===== src/rtl/ex_pkg.sv =====
// Shared definitions for the execute stage.
//   - ALU opcodes (4-bit aluop encoding)
//   - EX FSM state enum
//   - Packed control-bit bundle carried alongside each instruction
//   - Combinational ALU helper (everything except the iterative multiply)
package ex_pkg;

  localparam int unsigned MUL_STEPS = 8;

  localparam logic [3:0] OP_ADD  = 4'd0;
  localparam logic [3:0] OP_SUB  = 4'd1;
  localparam logic [3:0] OP_AND  = 4'd2;
  localparam logic [3:0] OP_OR   = 4'd3;
  localparam logic [3:0] OP_XOR  = 4'd4;
  localparam logic [3:0] OP_NOT  = 4'd5;
  localparam logic [3:0] OP_SHL  = 4'd6;
  localparam logic [3:0] OP_SHR  = 4'd7;
  localparam logic [3:0] OP_MUL  = 4'd8;
  localparam logic [3:0] OP_PASS = 4'd9;
  localparam logic [3:0] OP_SLTU = 4'd10;

  typedef enum logic [0:0] {
    EX_IDLE,
    EX_BUSY
  } ex_state_e;

  // Bit order matches {Wr, Wm, Rm, Neq, J, JC}.
  typedef struct packed {
    logic wr;
    logic wm;
    logic rm;
    logic neq;
    logic j;
    logic jc;
  } ex_ctrl_t;

  // Single-cycle ALU. MUL and unassigned opcodes return 0; MUL results come
  // from the iterative multiplier instead.
  function automatic logic [7:0] alu_calc(input logic [3:0] op,
                                          input logic [7:0] a,
                                          input logic [7:0] b);
    logic [7:0] r;
    r = 8'h00;
    case (op)
      OP_ADD:  r = a + b;
      OP_SUB:  r = a - b;
      OP_AND:  r = a & b;
      OP_OR:   r = a | b;
      OP_XOR:  r = a ^ b;
      OP_NOT:  r = ~a;
      OP_SHL:  r = a << b[2:0];
      OP_SHR:  r = a >> b[2:0];
      OP_PASS: r = b;
      OP_SLTU: r = {7'b0, (a < b)};
      default: r = 8'h00;
    endcase
    return r;
  endfunction

endpackage


===== src/rtl/ex_mul8.sv =====
// Iterative shift-add multiplier, low WIDTH bits of a*b.
// Ports:
//   clock, reset   - rising-edge clock, async active-high reset
//   start          - latch a/b and begin (ignored while busy)
//   abort          - drop any in-progress multiply, return to idle
//   a, b           - operands, sampled on the start edge
//   busy           - a multiply is in progress
//   done           - combinational: the current edge performs the final step
//   product        - result of the current step; valid while done is high
module ex_mul8 import ex_pkg::*; #(
  parameter int unsigned WIDTH = 8,
  parameter int unsigned STEPS = MUL_STEPS
) (
  input  logic             clock,
  input  logic             reset,
  input  logic             start,
  input  logic             abort,
  input  logic [WIDTH-1:0] a,
  input  logic [WIDTH-1:0] b,
  output logic             busy,
  output logic             done,
  output logic [WIDTH-1:0] product
);

  localparam int unsigned CntW = $clog2(STEPS);

  logic [WIDTH-1:0] a_q, a_d;
  logic [WIDTH-1:0] b_q, b_d;
  logic [WIDTH-1:0] acc_q, acc_d;
  logic [CntW-1:0]  cnt_q, cnt_d;
  logic             busy_q, busy_d;
  logic [WIDTH-1:0] acc_step;

  always_comb begin
    acc_step = acc_q + (b_q[0] ? a_q : '0);
    a_d      = a_q;
    b_d      = b_q;
    acc_d    = acc_q;
    cnt_d    = cnt_q;
    busy_d   = busy_q;
    done     = busy_q && !abort && (cnt_q == CntW'(STEPS - 1));

    if (abort) begin
      busy_d = 1'b0;
      cnt_d  = '0;
      acc_d  = '0;
    end else if (busy_q) begin
      acc_d = acc_step;
      a_d   = a_q << 1;
      b_d   = b_q >> 1;
      cnt_d = cnt_q + 1'b1;
      if (done) begin
        busy_d = 1'b0;
        cnt_d  = '0;
      end
    end else if (start) begin
      a_d    = a;
      b_d    = b;
      acc_d  = '0;
      cnt_d  = '0;
      busy_d = 1'b1;
    end
  end

  always_ff @(posedge clock or posedge reset) begin
    if (reset) begin
      a_q    <= '0;
      b_q    <= '0;
      acc_q  <= '0;
      cnt_q  <= '0;
      busy_q <= 1'b0;
    end else begin
      a_q    <= a_d;
      b_q    <= b_d;
      acc_q  <= acc_d;
      cnt_q  <= cnt_d;
      busy_q <= busy_d;
    end
  end

  assign busy    = busy_q;
  // The last step's sum is forwarded directly so the product can be
  // registered into EX/MEM on the same edge that finishes the multiply.
  assign product = acc_step;

endmodule


===== src/rtl/ex_stage.sv =====
// Execute stage: ALU, iterative multiply, and the EX/MEM pipeline register.
// Ports:
//   clock, reset             - rising-edge clock, async active-high reset
//   in_valid, aluop, opA/B   - decoded instruction and operands from ID/EX
//   store_val, rd_in, *_in   - pass-through store value, dest reg, control
//   pc_target                - branch/jump target, passed through
//   flush                    - squash current input and any in-flight MUL
//   stall                    - high while a MUL is iterating; decode holds
//   ex_valid .. PC           - registered EX/MEM outputs
module ex_stage #(
  parameter int unsigned WIDTH     = 8,
  parameter int unsigned MUL_STEPS = 8
) (
  input  logic             clock,
  input  logic             reset,
  input  logic             in_valid,
  input  logic [3:0]       aluop,
  input  logic [WIDTH-1:0] opA,
  input  logic [WIDTH-1:0] opB,
  input  logic [WIDTH-1:0] store_val,
  input  logic [1:0]       rd_in,
  input  logic             Wr_in,
  input  logic             Wm_in,
  input  logic             Rm_in,
  input  logic             Neq_in,
  input  logic             J_in,
  input  logic             JC_in,
  input  logic [WIDTH-1:0] pc_target,
  input  logic             flush,
  output logic             stall,
  output logic             ex_valid,
  output logic [WIDTH-1:0] acOutValue,
  output logic             zeroOut,
  output logic [WIDTH-1:0] RegVal,
  output logic [1:0]       rdex,
  output logic             Wr,
  output logic             Wm,
  output logic             Rm,
  output logic             Neq,
  output logic             J,
  output logic             JC,
  output logic [WIDTH-1:0] PC
);

  import ex_pkg::*;

  ex_state_e        state_q, state_d;

  // EX/MEM register
  logic             vld_q, vld_d;
  logic [WIDTH-1:0] ac_q, ac_d;
  logic             zero_q, zero_d;
  logic [WIDTH-1:0] regval_q, regval_d;
  logic [1:0]       rd_q, rd_d;
  ex_ctrl_t         ctrl_q, ctrl_d;
  logic [WIDTH-1:0] pc_q, pc_d;

  // Fields captured at MUL accept, released with the product
  logic [WIDTH-1:0] lat_regval_q, lat_regval_d;
  logic [1:0]       lat_rd_q, lat_rd_d;
  ex_ctrl_t         lat_ctrl_q, lat_ctrl_d;
  logic [WIDTH-1:0] lat_pc_q, lat_pc_d;

  ex_ctrl_t         in_ctrl;
  logic [WIDTH-1:0] alu_res;
  logic             mul_start;
  logic             mul_abort;
  logic             mul_busy;
  logic             mul_done;
  logic [WIDTH-1:0] mul_product;

  assign in_ctrl = {Wr_in, Wm_in, Rm_in, Neq_in, J_in, JC_in};
  assign alu_res = alu_calc(aluop, opA, opB);

  ex_mul8 #(
    .WIDTH (WIDTH),
    .STEPS (MUL_STEPS)
  ) u_mul (
    .clock   (clock),
    .reset   (reset),
    .start   (mul_start),
    .abort   (mul_abort),
    .a       (opA),
    .b       (opB),
    .busy    (mul_busy),
    .done    (mul_done),
    .product (mul_product)
  );

  always_comb begin
    state_d      = state_q;
    // Default is a bubble: valid/control clear, data fields hold.
    vld_d        = 1'b0;
    ctrl_d       = '0;
    ac_d         = ac_q;
    zero_d       = zero_q;
    regval_d     = regval_q;
    rd_d         = rd_q;
    pc_d         = pc_q;
    lat_regval_d = lat_regval_q;
    lat_rd_d     = lat_rd_q;
    lat_ctrl_d   = lat_ctrl_q;
    lat_pc_d     = lat_pc_q;
    mul_start    = 1'b0;
    mul_abort    = 1'b0;

    if (flush) begin
      mul_abort = 1'b1;
      state_d   = EX_IDLE;
    end else begin
      case (state_q)
        EX_IDLE: begin
          if (in_valid) begin
            if (aluop == OP_MUL) begin
              mul_start    = 1'b1;
              lat_regval_d = store_val;
              lat_rd_d     = rd_in;
              lat_ctrl_d   = in_ctrl;
              lat_pc_d     = pc_target;
              state_d      = EX_BUSY;
            end else begin
              vld_d    = 1'b1;
              ac_d     = alu_res;
              zero_d   = ~|alu_res;
              regval_d = store_val;
              rd_d     = rd_in;
              ctrl_d   = in_ctrl;
              pc_d     = pc_target;
            end
          end
        end
        EX_BUSY: begin
          if (mul_done) begin
            vld_d    = 1'b1;
            ac_d     = mul_product;
            zero_d   = ~|mul_product;
            regval_d = lat_regval_q;
            rd_d     = lat_rd_q;
            ctrl_d   = lat_ctrl_q;
            pc_d     = lat_pc_q;
            state_d  = EX_IDLE;
          end
        end
        default: state_d = EX_IDLE;
      endcase
    end
  end

  always_ff @(posedge clock or posedge reset) begin
    if (reset) begin
      state_q      <= EX_IDLE;
      vld_q        <= 1'b0;
      ac_q         <= '0;
      zero_q       <= 1'b0;
      regval_q     <= '0;
      rd_q         <= '0;
      ctrl_q       <= '0;
      pc_q         <= '0;
      lat_regval_q <= '0;
      lat_rd_q     <= '0;
      lat_ctrl_q   <= '0;
      lat_pc_q     <= '0;
    end else begin
      state_q      <= state_d;
      vld_q        <= vld_d;
      ac_q         <= ac_d;
      zero_q       <= zero_d;
      regval_q     <= regval_d;
      rd_q         <= rd_d;
      ctrl_q       <= ctrl_d;
      pc_q         <= pc_d;
      lat_regval_q <= lat_regval_d;
      lat_rd_q     <= lat_rd_d;
      lat_ctrl_q   <= lat_ctrl_d;
      lat_pc_q     <= lat_pc_d;
    end
  end

  // The FSM and the multiplier track busy independently; they must agree.
  a_busy_match: assert property (@(posedge clock) disable iff (reset)
                                 (state_q == EX_BUSY) == mul_busy);

  assign stall      = (state_q == EX_BUSY);
  assign ex_valid   = vld_q;
  assign acOutValue = ac_q;
  assign zeroOut    = zero_q;
  assign RegVal     = regval_q;
  assign rdex       = rd_q;
  assign Wr         = ctrl_q.wr;
  assign Wm         = ctrl_q.wm;
  assign Rm         = ctrl_q.rm;
  assign Neq        = ctrl_q.neq;
  assign J          = ctrl_q.j;
  assign JC         = ctrl_q.jc;
  assign PC         = pc_q;

endmodule


===== config.mk =====
export PLATFORM = sky130hd
export DESIGN_NAME = ex_stage
export DESIGN_NICKNAME = d
export VERILOG_FILES = /design/src/rtl/ex_pkg.sv /design/src/rtl/ex_mul8.sv /design/src/rtl/ex_stage.sv
export SDC_FILE = /design/constraint.sdc
export NUM_CORES = 1
export LEC_CHECK = 0
export CORE_ASPECT_RATIO = 0.75
export CORE_MARGIN = 2
export CORE_UTILIZATION = 41
export CTS_CLUSTER_SIZE = 10
export DETAILED_ROUTE_END_ITERATION = 10
export PLACE_DENSITY = 0.71
export SYNTH_ARGS = -nofsm -noshare
export SYNTH_HDL_FRONTEND = slang
export SYNTH_SLANG_ARGS = --single-unit

===== constraint.sdc =====
create_clock -name clock -period 3.6 [get_ports clock]
set_input_delay 1.08 -clock clock [delete_from_list [all_inputs] [get_ports clock]]
set_output_delay 1.08 -clock clock [all_outputs]
set_load 0.005 [all_outputs]

# [Word level (Yosys, flattened, before mapping)]
# Cells that the tools add are included.
[word_totals] ff_bits=87 word_cells=122 inputBits=48 output_inout_bits=35
[classes] reduce_logical=13 shifts=2 n_eq_ne=14 bitwise_logic=7 n_lt_le_gt_ge=1 n_mux=54 addsub=4
[ops] op="$mux W8" n=17
[ops] op="$pmux W8 S10" n=1
[ops] op="$pmux W8 S2" n=3
[ops] op="$mux W6" n=4
[ops] op="$mux W1" n=17
[ops] op="$add A8 B8 Y8" n=2
[ops] op="$eq A4 B3 Y1 const B" n=4
[ops] op="$reduce_or A8 Y1" n=2
[ops] op="$eq A4 B4 Y1 const B" n=3
[ops] op="$mux W3" n=4
[ops] op="$pmux W6 S2" n=1
[ops] op="$and A8 B8 Y8" n=1
[ops] op="$eq A4 B2 Y1 const B" n=2
[ops] op="$lt A8 B8 Y1" n=1
[ops] op="$not A8 Y8" n=1
[ops] op="$or A8 B8 Y8" n=1
[ops] op="$reduce_and A4 Y1" n=2
[ops] op="$shl A8 B3 Y8" n=1
[ops] op="$shr A8 B3 Y8" n=1
[ops] op="$sub A8 B8 Y8" n=1
[ops] op="$xor A8 B8 Y8" n=1
[ops] op="$mux W2" n=3
[ops] op="$pmux W1 S2" n=3
[ops] op="$eq A4 B1 Y1 const B" n=1
[ops] op="other kinds (12)" n=18

# [Logic depth before layout (Yosys ltp)]
[logic_depth] ltp_word=8 depth_mapped=12 ltp_nobuf=12

# [Cells and area by module]
# Synthesis repeated with hierarchy kept, for this count alone.
[hier_totals] hier_cells=684 hier_area_um2=6050.8
[modules_own_cells] module="ex_stage" seq_area_each_um2=1476.4 instances=1 cells_per_inst=517 area_per_inst_um2=4441.8
[modules_own_cells] module="ex_mul8" seq_area_each_um2=700.7 instances=1 cells_per_inst=167 area_per_inst_um2=1609.0

# [Worst setup path before layout]
# OpenSTA, ideal clock, no wires.
[synth_path] kind="input port to flip-flop" from="input opB[1]" to="register zero_q (netlist: zeroOut)" setup_ps=65 arrival_time_ps=3550 stages=12 path_buffers=2 required_time_ps=3535 path_slack_ps=-15 path_cell_list="buf_2 > buf_4 > inv_1 > ha_1 > o21bai_1 > a21oi_1 > a221o_1 > a21oi_1 > or4b_1 > nand4b_1 > nor4_1 > a211o_1"
[synth_via] elab_chain_len=7 elab_cells_between_ends=14 classes_between="2 x add/sub; 1 x order compare; 2 x shift; 4 x mux; 3 x bitwise; 2 x reduce/logical"
[synth_lines] item="from (decl)" line="ex_stage.sv:19" text="input logic [WIDTH-1:0] opB,"
[synth_lines] item="$sub A8 B8 Y8, or another cell as far along" line="ex_pkg.sv:46" text="OP_SUB: r = a - b;"
[synth_lines] item="$pmux W8 S10 (*)" line="ex_pkg.sv:44" text="case (op)"
[synth_lines] item="$reduce_or A8 Y1 (*)" line="ex_stage.sv:124" text="zero_d = ~|alu_res;"
[synth_lines] item="$logic_not A1 Y1 (*)" line="ex_stage.sv:124"
[synth_lines] item="$mux W1 (*)" line="ex_stage.sv:114" text="if (aluop == OP_MUL) begin"
[synth_lines] item="$mux W1 (*)" line="ex_stage.sv:113" text="if (in_valid) begin"
[synth_lines] item="$pmux W1 S2 (*)" line="ex_stage.sv:111" text="case (state_q)"
[synth_lines] item="to (signal assigned)" line="ex_stage.sv:167" text="zero_q <= zero_d;"
[synth_lines] item="to (decl)" line="ex_stage.sv:52" text="logic zero_q, zero_d;"
# Mark *: on every way between the ends. The rest lies on a longest branch, timed or not. The select of a mux whose other input is x is not followed.
# A chain may end at the register's enable or synchronous reset.

# [Final worst setup path]
[layout_path] from="input opB[0]" to="register zero_q (netlist: zeroOut)"
# Same word-level chain as after synthesis.

==> run summary <==
Status - finished clean
Final Setup Violations - 0
All-layer global routing usage - 0.231
Cts hold-fix bufs - 0
Clk buf depth - 2
Worst Path Arrival - 3.80 ns
Iter 0 DRT Violations - 352
CTS tree - done
GRT Residual Overflow - 0
Pre-antenna DRT Iters - 5
Num ports - 83
N_diodes - 0
Setup total negative slack - 0 ns
First-pass GRT wire length - 27.6 mm
Post-route ant nets - 0
Peak Freq - 285 MHz
Sequential-to-total area share from yosys stat - 0.372
DR WL/cell - 18.4 um
Routed WL - 17.0 mm
FP Rows - 37
XOR/XNOR share of the synthesized area - 0.0150
Worst hold path class - flip-flop to flip-flop
Unique masters post-synth - 59
WP data required - 3.89 ns
Clock Power Share - 0.318
Root buffer cell - clkbuf_16
CTS clk-pin slew, worst paths - 0.06 ns
Slowest CP cell - or4b_4
Compound-Gate Fraction of Synth Area - 0.168
Top cells by count, synth - dfrtp_1, mux2i_1, nor2_1, nand2_1, a21oi_1
CP Capture Type - flip-flop
Final net count - 835
Vias - 5245
Die ar. - 0.0152 sq mm
Synth Area in Simple Gates - 0.153
Flops & latches, synth - 87
Share of layout cells above drive strength 1 - 0.211
Crit path cell chain - clkdlybuf4s50_1 -> buf_4 -> mux4_2 -> mux2i_1 -> o221ai_1 -> or4b_4 -> nor4_4 -> a211o_1
CORE AREA - 0.0138 sq mm
Pleak - 3.47 nW
PwrDens - 401 mW/mm^2
Worst Setup Start Kind - input pin
Gp weighted congestion - 1.01
Internal power - 2.22 mW
Crit-path leading delay family - simple AND/OR/NAND/NOR gates
Fin crit period - 3.51 ns
Logic gate share of total power - 0.286
Final hold violation count - 0
Tcrit/Tclk final - 0.976
DP Wirelength - 12.9 mm
Fillers - 1168
Mux share of post-synthesis cell area - 0.155
Layout area overhead - 33.9%
Yosys top cell area share - 0.372
Area share of fa/ha/maj cells after synthesis - 0.0873
Worst slew pin tran - 0.787 ns
Post-synth EDFFs - 0
Sequential share of power - 0.396
Initial antenna violation count - 0
Synth Flop Type - dfrtp_1
Post-Syn Nets - 697
Async SR Flop Fraction - 1.00
Layout Skew - 0.00582 ns
Mapped Area - 0.00585 sq mm
Num CTS Buffers - 9
Post-synthesis area per instance - 9.58 sq um
Pins over their slew limit - 0
Max Cap Violations - 0
Main combinational cell family by area after synthesis - compound AO/OA/AOI/OAI gates
Largest cells by area after synthesis - dfrtp_1, mux2i_1, ha_1
Largest net degree at the start of global routing - 43
Max_slew headroom - 0.472
YS warnings - 0
Psw - 0.917 mW
Delay of the slowest cell on the worst path - 0.60 ns
Port Buf Inserts - 82
Unrepaired setup endpoints after global routing - false
Die W - 142 um
Worst vdd ir - 0.208 mV
Syn Inst Count - 610
Initial core utilization - 0.422
Critical path class - input pin to flip-flop
Vias per cell - 5.65
Vias in the first global route - 5236
Layout Utilization - 0.565
Clock Sinks - 87
CTS H-Tree Depth - 3
Sw frac - 0.292
Die H - 107 um
Buf+Inv Stages, Crit Path - 2
Worst Path Max Fanout - 10
Cell taking the most area after synthesis - dfrtp_1
Worst skew pair latency - 0.35 ns
Residual DRC count - 0
Most frequent cell after synthesis - dfrtp_1
==> cell usage in the layout (no fill, tap or decap), types with 5 or more instances in the layout <==
| master | Yosys | layout |
|---|---|---|
| a221o_1 | 6 | 6 |
| ha_1 | 36 | 34 |
| a22o_1 | 10 | 10 |
| o221ai_1 | 7 | 6 |
| a21o_1 | 5 | 5 |
| nand2_1 | 42 | 42 |
| o22ai_1 | 7 | 7 |
| or3_1 | 5 | 5 |
| clkdlybuf4s50_1 | 0 | 81 |
| xor2_1 | 5 | 5 |
| inv_1 | 27 | 24 |
| nor3_1 | 20 | 18 |
| nor2_1 | 48 | 47 |
| a21oi_1 | 39 | 37 |
| o21ai_0 | 38 | 36 |
| nor2b_1 | 17 | 17 |
| nand2b_1 | 9 | 9 |
| mux2_2 | 25 | 25 |
| a22oi_1 | 6 | 6 |
| and2_1 | 7 | 7 |
| buf_4 | 2 | 80 |
| clkbuf_16 | 0 | 9 |
| dfrtp_1 | 87 | 86 |
| a31oi_1 | 5 | 5 |
| mux2i_1 | 49 | 48 |
| mux4_2 | 6 | 6 |
| xnor2_1 | 5 | 5 |
==> cell type report <==
type	count	area, sq um	area share
well taps	175	219	0.0280
flip-flops and latches	87	2180	0.278
clock inverters	5	81.3	0.0104
clock buffers	11	233	0.0297
multi-input cells	456	3500	0.447
inverters	27	103	0.0131
repair buffers	167	1520	0.194
==> power groups by stage <==
| stage | registers (mW) | logic, mW | clock network, mW |
|---|---|---|---|
| 6_report | 1.24 | 0.898 | 0.996 |
| 3_3_place_gp | 1.24 | 0.846 | 0 |
| 4_1_cts | 1.24 | 0.876 | 1.01 |
| 3_5_place_dp | 1.26 | 0.871 | 0 |
| 2_1_floorplan | 1.23 | 0.470 | 0 |
| 5_1_grt | 1.26 | 0.982 | 1.05 |
==> state kept, by name, summed over array words and instances (netlist names) <==
register / count
ex_valid: 1
RegVal: 8
acOutValue: 8
rdex: 2
lat_rd_q: 2
Neq: 1
u_mul.busy: 1
u_mul.b_q: 8
Wm: 1
stall: 1
JC: 1
u_mul.cnt_q: 3
J: 1
lat_regval_q: 8
lat_pc_q: 8
zeroOut: 1
Wr: 1
Rm: 1
u_mul.a_q: 8
PC: 8
lat_ctrl_q: 6
u_mul.acc_q: 8
==> metal layers <==
layer | GRT usage | share of wire | vias to the layer above
li1 | - | - | 2485
met1 | 0.337 | 0.47 | 2550
met2 | 0.353 | 0.44 | 194
met3 | 0.0547 | 0.073 | 16
met4 | 0.0464 | 0.0087 | 0
met5 | 0 | 0 | -
==> final timing paths <==
path                       slack (ns)  cells past startpoint          from   endpoint
setup / recovery                 0.09                      8        opB[0]    zeroOut
hold / removal                   0.47                      2         PC[4]      PC[4]
setup reg to reg                 0.88                     10  u_mul.b_q[0]    zeroOut
hold reg to reg                  0.47                      2         PC[4]      PC[4]
max in group asynchronous        1.91                      3         reset  RegVal[0]
min in group asynchronous        1.03                      2         reset  RegVal[6]
==> worst reg2reg max path, stage by stage (launching register included) <==
cell	delay [ns]
dfrtp_1	0.48
and2_1	0.19
ha_1	0.21
fa_1	0.45
a21o_1	0.18
a21oi_1	0.25
o21bai_1	0.11
a21oi_1	0.18
xnor2_1	0.23
nor4_1	0.11
a211o_1	0.23
==> what timing repair did <==
| action | 4_1_cts | 5_1_grt |
|---|---|---|
| pin swaps | 0 | 7 |
| endpoints found under the setup margin | 1 | 3 |
| setup buffers | 0 | 0 |
| gates resized for setup | 1 | 20 |
==> cells by family after synthesis <==
| family | count (synthesis) |
|---|---|
| AOI/OAI and AO/OA | 151 |
| and+or+nand+nor | 176 |
| muxes | 80 |
| buffers and inverters | 67 |
| adders and majority gates | 39 |
| xor gates and xnor gates | 10 |
| DFF | 87 |
==> stage by stage <==
stage               power [mW]  instance area, sq um  hold WS (ns)  setup WS [ns]  instances
detailed placement        2.13                  7400         0.469         -0.397        912
floorplan                 1.70                  5850         0.472         0.0180        610
global route              3.29                  7830         0.504         0.0207        928
global placement          2.09                  7400         0.461         -0.300        912
CTS                       3.13                  7720         0.483         0.0110        928
finish                    3.14                  7830         0.474         0.0869        928
Note: power is estimated with default switching activity, not from simulation.
